[config.mk]
export PLATFORM = sky130hd
export DESIGN_NAME = simon_enc_ctrl
export DESIGN_NICKNAME = d
export VERILOG_FILES = /design/src/rtl/simon_pkg.sv /design/src/rtl/round_function.sv /design/src/rtl/simon_enc_ctrl.sv
export SDC_FILE = /design/constraint.sdc
export NUM_CORES = 1
export LEC_CHECK = 0
export ABC_AREA = 0
export BUFFER_PORTS_ARGS = -buffer_cell sky130_fd_sc_hd__buf_4
export CORE_AREA = 2 2 110 112
export CTS_BUF_LIST = sky130_fd_sc_hd__clkbuf_2
export CTS_CLUSTER_SIZE = 24
export DETAILED_ROUTE_END_ITERATION = 6
export DIE_AREA = 0 0 112 114
export PLACE_DENSITY = 0.78
export REMOVE_ABC_BUFFERS = 1
export SETUP_SLACK_MARGIN = 0.05
export SKIP_CTS_REPAIR_TIMING = 1
export SLEW_MARGIN = 0
export SYNTH_ARGS = -nofsm -noshare
export SYNTH_HDL_FRONTEND = slang
export SYNTH_HIERARCHICAL = 1
export SYNTH_SLANG_ARGS = --single-unit
[constraint.sdc]
create_clock -name clk -period 2.8 [get_ports clk]
set_input_delay 0.14 -clock clk [delete_from_list [all_inputs] [get_ports clk]]
set_output_delay 0.14 -clock clk [all_outputs]
set_load 0.01 [all_outputs]
[src/rtl/simon_pkg.sv]
// Shared constants, types and helpers for the iterative SIMON32/64 core.
//   WORD_W/BLOCK_W/KEY_W : datapath widths
//   ROUNDS               : round count for SIMON32/64
//   Z0                   : z0 constant sequence, bit i = symbol i
//   C_CONST              : ~3 in 16 bits; kw0 ^ C_CONST == ~kw0 ^ 3
//   state_e              : controller state encoding
package simon_pkg;

  localparam int unsigned WORD_W  = 16;
  localparam int unsigned BLOCK_W = 32;
  localparam int unsigned KEY_W   = 64;
  localparam int unsigned ROUNDS  = 32;
  localparam int unsigned RND_W   = 5;

  // Two copies of the period-31 z0 pattern, written MSB first so that
  // Z0[0] is the first symbol of the sequence.
  localparam logic [61:0] Z0 =
    62'b0110011100001101010010001011111_0110011100001101010010001011111;

  localparam logic [WORD_W-1:0] C_CONST = 16'hFFFC;

  typedef enum logic [1:0] {
    IDLE = 2'd0,
    RUN  = 2'd1,
    DONE = 2'd2
  } state_e;

  function automatic logic [WORD_W-1:0] rol(input logic [WORD_W-1:0] v,
                                            input int unsigned        s);
    return (v << s) | (v >> (WORD_W - s));
  endfunction

  function automatic logic [WORD_W-1:0] ror(input logic [WORD_W-1:0] v,
                                            input int unsigned        s);
    return (v >> s) | (v << (WORD_W - s));
  endfunction

endpackage

[src/rtl/round_function.sv]
// One combinational SIMON32 Feistel round.
//   state_in     : {x, y} before the round
//   round_key    : round key k
//   state_next_c : {f(x) ^ y ^ k, x}
module round_function
  import simon_pkg::*;
(
  input  logic [BLOCK_W-1:0] state_in,
  input  logic [WORD_W-1:0]  round_key,
  output logic [BLOCK_W-1:0] state_next_c
);

  logic [WORD_W-1:0] x;
  logic [WORD_W-1:0] y;
  logic [WORD_W-1:0] left_c;

  assign x = state_in[BLOCK_W-1:WORD_W];
  assign y = state_in[WORD_W-1:0];

  // f(x) = (x<<<1 & x<<<8) ^ x<<<2
  assign left_c = (rol(x, 1) & rol(x, 8)) ^ y ^ rol(x, 2) ^ round_key;

  assign state_next_c = {left_c, x};

endmodule

[src/rtl/simon_enc_ctrl.sv]
// Iterative SIMON32/64 encryption sequencer: one round per clock, round
// keys generated on the fly by a four-word shift register.
//   clk, rst              : clock, asynchronous active-high reset
//   in_valid/in_ready     : plaintext + key handshake (ready only in IDLE)
//   plaintext             : {x, y}
//   key                   : {k3, k2, k1, k0}, k0 used in the first round
//   out_valid/out_ready   : ciphertext handshake (valid only in DONE)
//   ciphertext            : current block state, qualified by out_valid
//   busy                  : high in RUN or DONE
module simon_enc_ctrl
  import simon_pkg::*;
#(
  parameter int unsigned ROUNDS = simon_pkg::ROUNDS
) (
  input  logic                clk,
  input  logic                rst,
  input  logic                in_valid,
  output logic                in_ready,
  input  logic [BLOCK_W-1:0]  plaintext,
  input  logic [KEY_W-1:0]    key,
  output logic                out_valid,
  input  logic                out_ready,
  output logic [BLOCK_W-1:0]  ciphertext,
  output logic                busy
);

  localparam logic [RND_W-1:0] LAST_RND = RND_W'(ROUNDS - 1);

  state_e             state;
  state_e             state_nxt;
  logic               load;
  logic               step;

  logic [BLOCK_W-1:0] state_reg;
  logic [BLOCK_W-1:0] round_out_c;
  logic [WORD_W-1:0]  kw0, kw1, kw2, kw3;
  logic [RND_W-1:0]   rnd;

  logic [WORD_W-1:0]  tmp_a;
  logic [WORD_W-1:0]  tmp_b;
  logic [WORD_W-1:0]  new_key;

  round_function u_round (
    .state_in     (state_reg),
    .round_key    (kw0),
    .state_next_c (round_out_c)
  );

  // Next key word; ~kw0 ^ 3 folded into kw0 ^ C_CONST.
  always_comb begin
    tmp_a   = ror(kw3, 3) ^ kw1;
    tmp_b   = tmp_a ^ ror(tmp_a, 1);
    new_key = kw0 ^ C_CONST ^ tmp_b ^ {15'b0, Z0[6'(rnd)]};
  end

  // State register.
  always_ff @(posedge clk or posedge rst) begin
    if (rst) state <= IDLE;
    else     state <= state_nxt;
  end

  // Next-state and datapath enables.
  always_comb begin
    state_nxt = state;
    load      = 1'b0;
    step      = 1'b0;
    unique case (state)
      IDLE: begin
        if (in_valid) begin
          load      = 1'b1;
          state_nxt = RUN;
        end
      end
      RUN: begin
        step = 1'b1;
        if (rnd == LAST_RND) state_nxt = DONE;
      end
      DONE: begin
        if (out_ready) state_nxt = IDLE;
      end
      default: state_nxt = IDLE;
    endcase
  end

  // Block state, key schedule and round counter.
  always_ff @(posedge clk or posedge rst) begin
    if (rst) begin
      state_reg <= '0;
      kw0       <= '0;
      kw1       <= '0;
      kw2       <= '0;
      kw3       <= '0;
      rnd       <= '0;
    end else if (load) begin
      state_reg <= plaintext;
      kw0       <= key[15:0];
      kw1       <= key[31:16];
      kw2       <= key[47:32];
      kw3       <= key[63:48];
      rnd       <= '0;
    end else if (step) begin
      state_reg <= round_out_c;
      kw0       <= kw1;
      kw1       <= kw2;
      kw2       <= kw3;
      kw3       <= new_key;
      rnd       <= rnd + RND_W'(1);
    end
  end

  // Handshake flags registered from the next state so they line up with it.
  always_ff @(posedge clk or posedge rst) begin
    if (rst) begin
      in_ready  <= 1'b1;
      out_valid <= 1'b0;
      busy      <= 1'b0;
    end else begin
      in_ready  <= (state_nxt == IDLE);
      out_valid <= (state_nxt == DONE);
      busy      <= (state_nxt != IDLE);
    end
  end

  assign ciphertext = state_reg;

endmodule

---- Yosys cells after proc, flatten, opt, wreduce, memory -nomap -nowiden ----
Memories as Yosys holds them, arrays and structs flattened.
Index checks and enable logic that the tools add are counted.
word-level totals
  bits in registers ....................... 106
  latch bits .............................. 0
  memory bits (writable) .................. 0
  bits in read-only memories .............. 32
  bits of input ports ..................... 100
  output and inout port bits .............. 35
  word-level logic and storage cells ...... 55
  memories ................................ 1
operators by class
  add/sub/neg operators ................... 1
  multiply operators ...................... 0
  divide/modulo/power cells ............... 0
  order comparisons ....................... 1
  equality and inequality tests ........... 4
  shifts and indexed selects .............. 0
  muxes and demuxes ....................... 20
  bitwise operators ....................... 14
  reductions and logical operators ........ 4
memories
  memory            words  bits a word  rd ports  clocked after Yosys merged registers in  wr ports  RTL line              RTL
  (name not given)  32     1            1         0                                        0         simon_enc_ctrl.sv:53  new_key = kw0 ^ C_CONST ^ tmp_b ^ {15'b0, Z0[6'(rnd)]};
operator list
  operator               number
  $mux W16               8
  $xor A16 B16 Y16       6
  $mux W32               2
  $and A16 B16 Y16       1
  $or A13 B16 Y16        1
  $or A15 B16 Y16        1
  $or A16 B1 Y16         1
  $or A16 B2 Y16         1
  $or A16 B8 Y16         1
  $xor A16 B1 Y16        1
  $not A14 Y14           1
  $mux W5                2
  $lt A5 B7 Y1 const B   1
  $mux W2                3
  $pmux W2 S3            1
  $add A5 B1 Y5 const B  1
  $eq A5 B5 Y1 const B   1
  $eq A2 B2 Y1 const B   2
  $logic_not A2 Y1       2
  $mux W1                4
  $reduce_bool A2 Y1     2
  $eq A2 B1 Y1 const B   1

---- Depth between registers and ports, before layout ----
  word-level depth ........................ 8
  mapped depth ............................ 8

---- Modules after synthesis ----
The synthesis kept the hierarchy.
modules (own cells, without submodules)
  module          times used  cells each  area each (um2)  sequential area each (um2)
  simon_enc_ctrl  1           518         5067.4           2653.8
  round_function  1           64          680.7            0.0

---- Worst setup path before layout ----
No wires, ideal clock.
  kind .................................... register to register
  from .................................... reg rnd[0]
  to ...................................... reg kw3[0]
  setup time .............................. 0.131 ns
  arrival ................................. 1.468 ns
  required time ........................... 2.669 ns
  path slack .............................. 1.201 ns
  cell stages (with the launch flop) ...... 7
  buffers on the path ..................... 0
  period minus slack after synthesis ...... 1.599 ns
  path through ............................ dfrtp_1 > inv_1 > ha_1 > mux2i_1 > mux4_2 > xnor2_1 > o21ai_1
between the ends
  cells in the longest elaborated chain, start to end .. 5
RTL lines
  element                        RTL line               RTL
  from (decl)                    simon_enc_ctrl.sv:37   logic [RND_W-1:0] rnd;
  from (signal assigned)         simon_enc_ctrl.sv:107  rnd <= rnd + RND_W'(1);
  $mem_v2 Z32 W1                 -
  $mux W1 (not written as such)  simon_enc_ctrl.sv:53
  $xor A16 B1 Y16                simon_enc_ctrl.sv:53
  $mux W16                       simon_enc_ctrl.sv:101  end else if (step) begin
  $mux W16                       simon_enc_ctrl.sv:94   end else if (load) begin
  to (signal assigned)           simon_enc_ctrl.sv:99   kw3 <= key[63:48];
  to (signal assigned)           simon_enc_ctrl.sv:106  kw3 <= new_key;
  to (decl)                      simon_enc_ctrl.sv:36   logic [WORD_W-1:0] kw0, kw1, kw2, kw3;
No other way between the ends. The select of a mux whose other input is x is not followed.
A chain may end at the register's enable or synchronous reset.

---- Worst setup path in the final report ----
  from .................................... reg state[1]
  to ...................................... reg kw2[11]
between the ends
  cells in the longest elaborated chain, start to end .. 3
  elaborated cells between the ends (all ways) .. 6
  classes of those cells .................. eq/ne (1); mux (3); reduce/logical (2)
RTL lines
  element                                                   RTL line               RTL
  from (decl)                                               simon_enc_ctrl.sv:29   state_e state;
  from (signal assigned)                                    simon_enc_ctrl.sv:59   else state <= state_nxt;
  $eq A2 B1 Y1 or $logic_not A2 Y1 (tied branches)          simon_enc_ctrl.sv:67   unique case (state)
  $mux W1                                                   simon_enc_ctrl.sv:67
  $reduce_bool A2 Y1 (no line) or $mux W16 (tied branches)  -
  to (signal assigned)                                      simon_enc_ctrl.sv:98   kw2 <= key[47:32];
  to (signal assigned)                                      simon_enc_ctrl.sv:105  kw2 <= kw3;
  to (decl)                                                 simon_enc_ctrl.sv:36
Several ways; a longest one is shown, not always the timed one.

==> flow_summary.json <==
{
  "slowest_stage": "and2b_4",
  "cts_buffer_depth": 2,
  "slew_violations": 0,
  "min_path_type": "input pin to register",
  "via_per_inst": 5.47,
  "fmax_mhz": 436,
  "fin_ws_ns": 0.507,
  "drc": 0,
  "critPathLaunchType": "register",
  "drive_gt1_share_pct": 20.6,
  "synth_warnings": 6,
  "max_stage_delay_ns": 0.57,
  "rsz0062_at_grt": "false",
  "synth_compound_area_share_pct": 15.9,
  "synth_fa_ha_area_share_pct": 0.871,
  "fin_worst_skew_ns": 0.0389,
  "io-pin-count": 135,
  "layout_common_cells": "183 x nand2_1, 139 x buf_4, 105 x dfrtp_1",
  "hold_ws_ns": -0.00682,
  "grt_pass1_vias": 4578,
  "totalWireLength_um": 16500,
  "cts.sinks": 106,
  "row_count": 40,
  "min_from": "in_valid",
  "hold_viol": 4,
  "status": "complete, but fails checks",
  "die_h_um": 114,
  "worstPathArrival_ns": 2.90,
  "syn_area_um2": 5750,
  "ant_nets": 0,
  "crit_start": "state[1]$_DFF_PP0_",
  "finalCritPeriodShare_pct": 81.9,
  "globalRouteOverflowTotal": 0,
  "clk_pin_slew_ns": 0.33,
  "pre_cts_ws_ns": 0.922,
  "maxSlewHeadroom_pct": 42.6,
  "dieArea_um2": 12800,
  "areaGrowthSynthToFinish_pct": 36.3,
  "root_buffer": "clkbuf_2",
  "power_density_nw_per_um2": 1280,
  "syn_area_per_cell_um2": 9.88,
  "final_common_cell": "nand2_1",
  "insertedDiodeCount": 0,
  "r2r_start": "state[1]$_DFF_PP0_",
  "worstPathRequired_ns": 3.40,
  "yosys.area_share.simple_pct": 13.4,
  "post_synth_num_cell_types": 30,
  "fillers": 866,
  "synth_top_family_by_area": "XOR/XNOR gates",
  "antenna_found_initial": 0,
  "crit_chain": "and2b_4 -> buf_4 -> a22oi_1 -> nand2_1 -> dlygate4sd3_1",
  "start_util_pct": 49.1,
  "ir_drop_mv": 0.774,
  "core_area_um2": 11700,
  "die_x_um": 112,
  "gp_congestion": 0.851,
  "yosys.area_share.xor_xnor_pct": 16.6,
  "drt-pass1-iter-count": 6,
  "drt-initial-drc-count": 618,
  "syn_inst": 582,
  "cts_tree": "yes",
  "critical_path_class": "register to register",
  "wl_per_cell_um": 17.5,
  "setup_viol_count_final": 0,
  "ys_ff_latch": 106,
  "cts_made_buffers": 9,
  "synth.area.mux_share_pct": 0.740,
  "largest_reg_flops": 32,
  "clk_latency_ns": 0.63,
  "maxCapViolCount": 0,
  "crit_fanout": 40,
  "fin_nets": 891,
  "violations": "negative hold slack",
  "num_vias": 5139,
  "p_leak_nw": 3.91,
  "grt_use_total_pct": 23.2,
  "end_kind": "register",
  "dp_hpwl_um": 10400,
  "ys_seq_area_share_pct": 46.2,
  "io_buffers": 134,
  "period_needed_ns": 2.29,
  "worst_pin_slew_ns": 0.861,
  "htreeDepth": 3,
  "grt_max_degree": 69,
  "grt_pass1_wl_um": 23300
}
==> Yosys cell counts <==
| master | n | area share, % |
|---|---|---|
| o21ai_0 | 21 | 1.8 |
| buf_2 | 9 | 0.78 |
| buf_4 | 17 | 2.2 |
| a21oi_1 | 15 | 1.3 |
| o31ai_1 | 1 | 0.13 |
| nand2_1 | 183 | 12 |
| and3_1 | 1 | 0.11 |
| nand3_1 | 2 | 0.17 |
| mux4_2 | 1 | 0.39 |
| xnor2_1 | 48 | 7.3 |
| a21o_1 | 15 | 2.0 |
| nor3_1 | 1 | 0.087 |
| xnor3_1 | 16 | 6.3 |
| mux2i_1 | 2 | 0.35 |
| nand2b_1 | 2 | 0.22 |
| o21ai_1 | 1 | 0.087 |
| xor2_2 | 1 | 0.28 |
| nor3b_1 | 1 | 0.13 |
| buf_6 | 11 | 2.2 |
| and2_1 | 1 | 0.11 |
| a22oi_1 | 81 | 11 |
| clkbuf_1 | 14 | 0.91 |
| nor2_4 | 1 | 0.20 |
| dfstp_2 | 1 | 0.46 |
| xor2_1 | 18 | 2.7 |
| inv_1 | 4 | 0.26 |
| and2b_2 | 1 | 0.15 |
| dfrtp_1 | 105 | 46 |
| nor2_1 | 4 | 0.26 |
| ha_1 | 4 | 0.87 |
==> logic make-up (layout without fill, tap and decap cells) <==
family          count (synthesis)  after routing
simple gates                  197            197
compound gates                134            134
flops                         106            106
xor+xnor                       83             83
buf+inv                        55            265
fa+ha+maj                       4              4
mux                             3              3
==> path summary, 6_finish.rpt <==
path	end	slack [ns]	cells past startpoint
max	kw2[11]$_DFFE_PP0P_	0.51	5
min	ciphertext[11]$_DFFE_PP0P_	-0.007	5
max reg2reg	kw2[11]$_DFFE_PP0P_	0.51	5
min reg2reg	kw2[6]$_DFFE_PP0P_	0.52	2
max in group asynchronous	kw2[14]$_DFFE_PP0P_	1.85	4
min in group asynchronous	kw2[3]$_DFFE_PP0P_	0.21	3
==> worst max-delay path, delay by kind of cell (launching register included) <==
family,cells,cell delay (ns)
buf+inv,2,1.04
simple gates,2,0.66
flops,1,0.46
compound gates,1,0.12
==> per-stage QoR <==
| stage | total power [mW] | cells | utilization (%) | TNS, ns | instance area, um2 |
|---|---|---|---|---|---|
| 6_report | 10.0 | 939 | 66.9 | 0 | 7840 |
| 5_1_grt | 10.8 | 939 | 66.9 | 0 | 7840 |
| 4_1_cts | 9.75 | 835 | 58.0 | 0 | 6800 |
| 3_5_place_dp | 8.98 | 819 | 57.0 | 0 | 6670 |
| 3_3_place_gp | 8.69 | 819 | 57.0 | 0 | 6670 |
| 2_1_floorplan | 7.36 | 531 | - | -60.66 | 5400 |
==> routing by layer <==
layer	track usage [%]	routed length, um	vias up
met5	0	0	-
met4	11.1	488	0
met3	4.57	1210	39
met1	32.7	6890	2474
li1	-	-	2375
met2	34.8	7880	251
==> area by class of cell <==
type	instances	area (um2)	area share (%)
inverter	4	17.5	0.224
tap	147	184	2.35
sequential	106	2650	33.9
timing repair buffer	245	2120	27.1
clock inverter	7	77.6	0.990
multi-input combinational	421	2730	34.9
clock buffer	9	45.0	0.575
==> power breakdown <==
part | internal [mW] | total (mW) | switching (mW)
clock network | 0.214 | 0.774 | 0.560
logic | 3.22 | 5.87 | 2.64
registers | 2.38 | 3.36 | 0.983
total | 5.82 | 10.0 | 4.19
(Power assumes the default switching activity.)
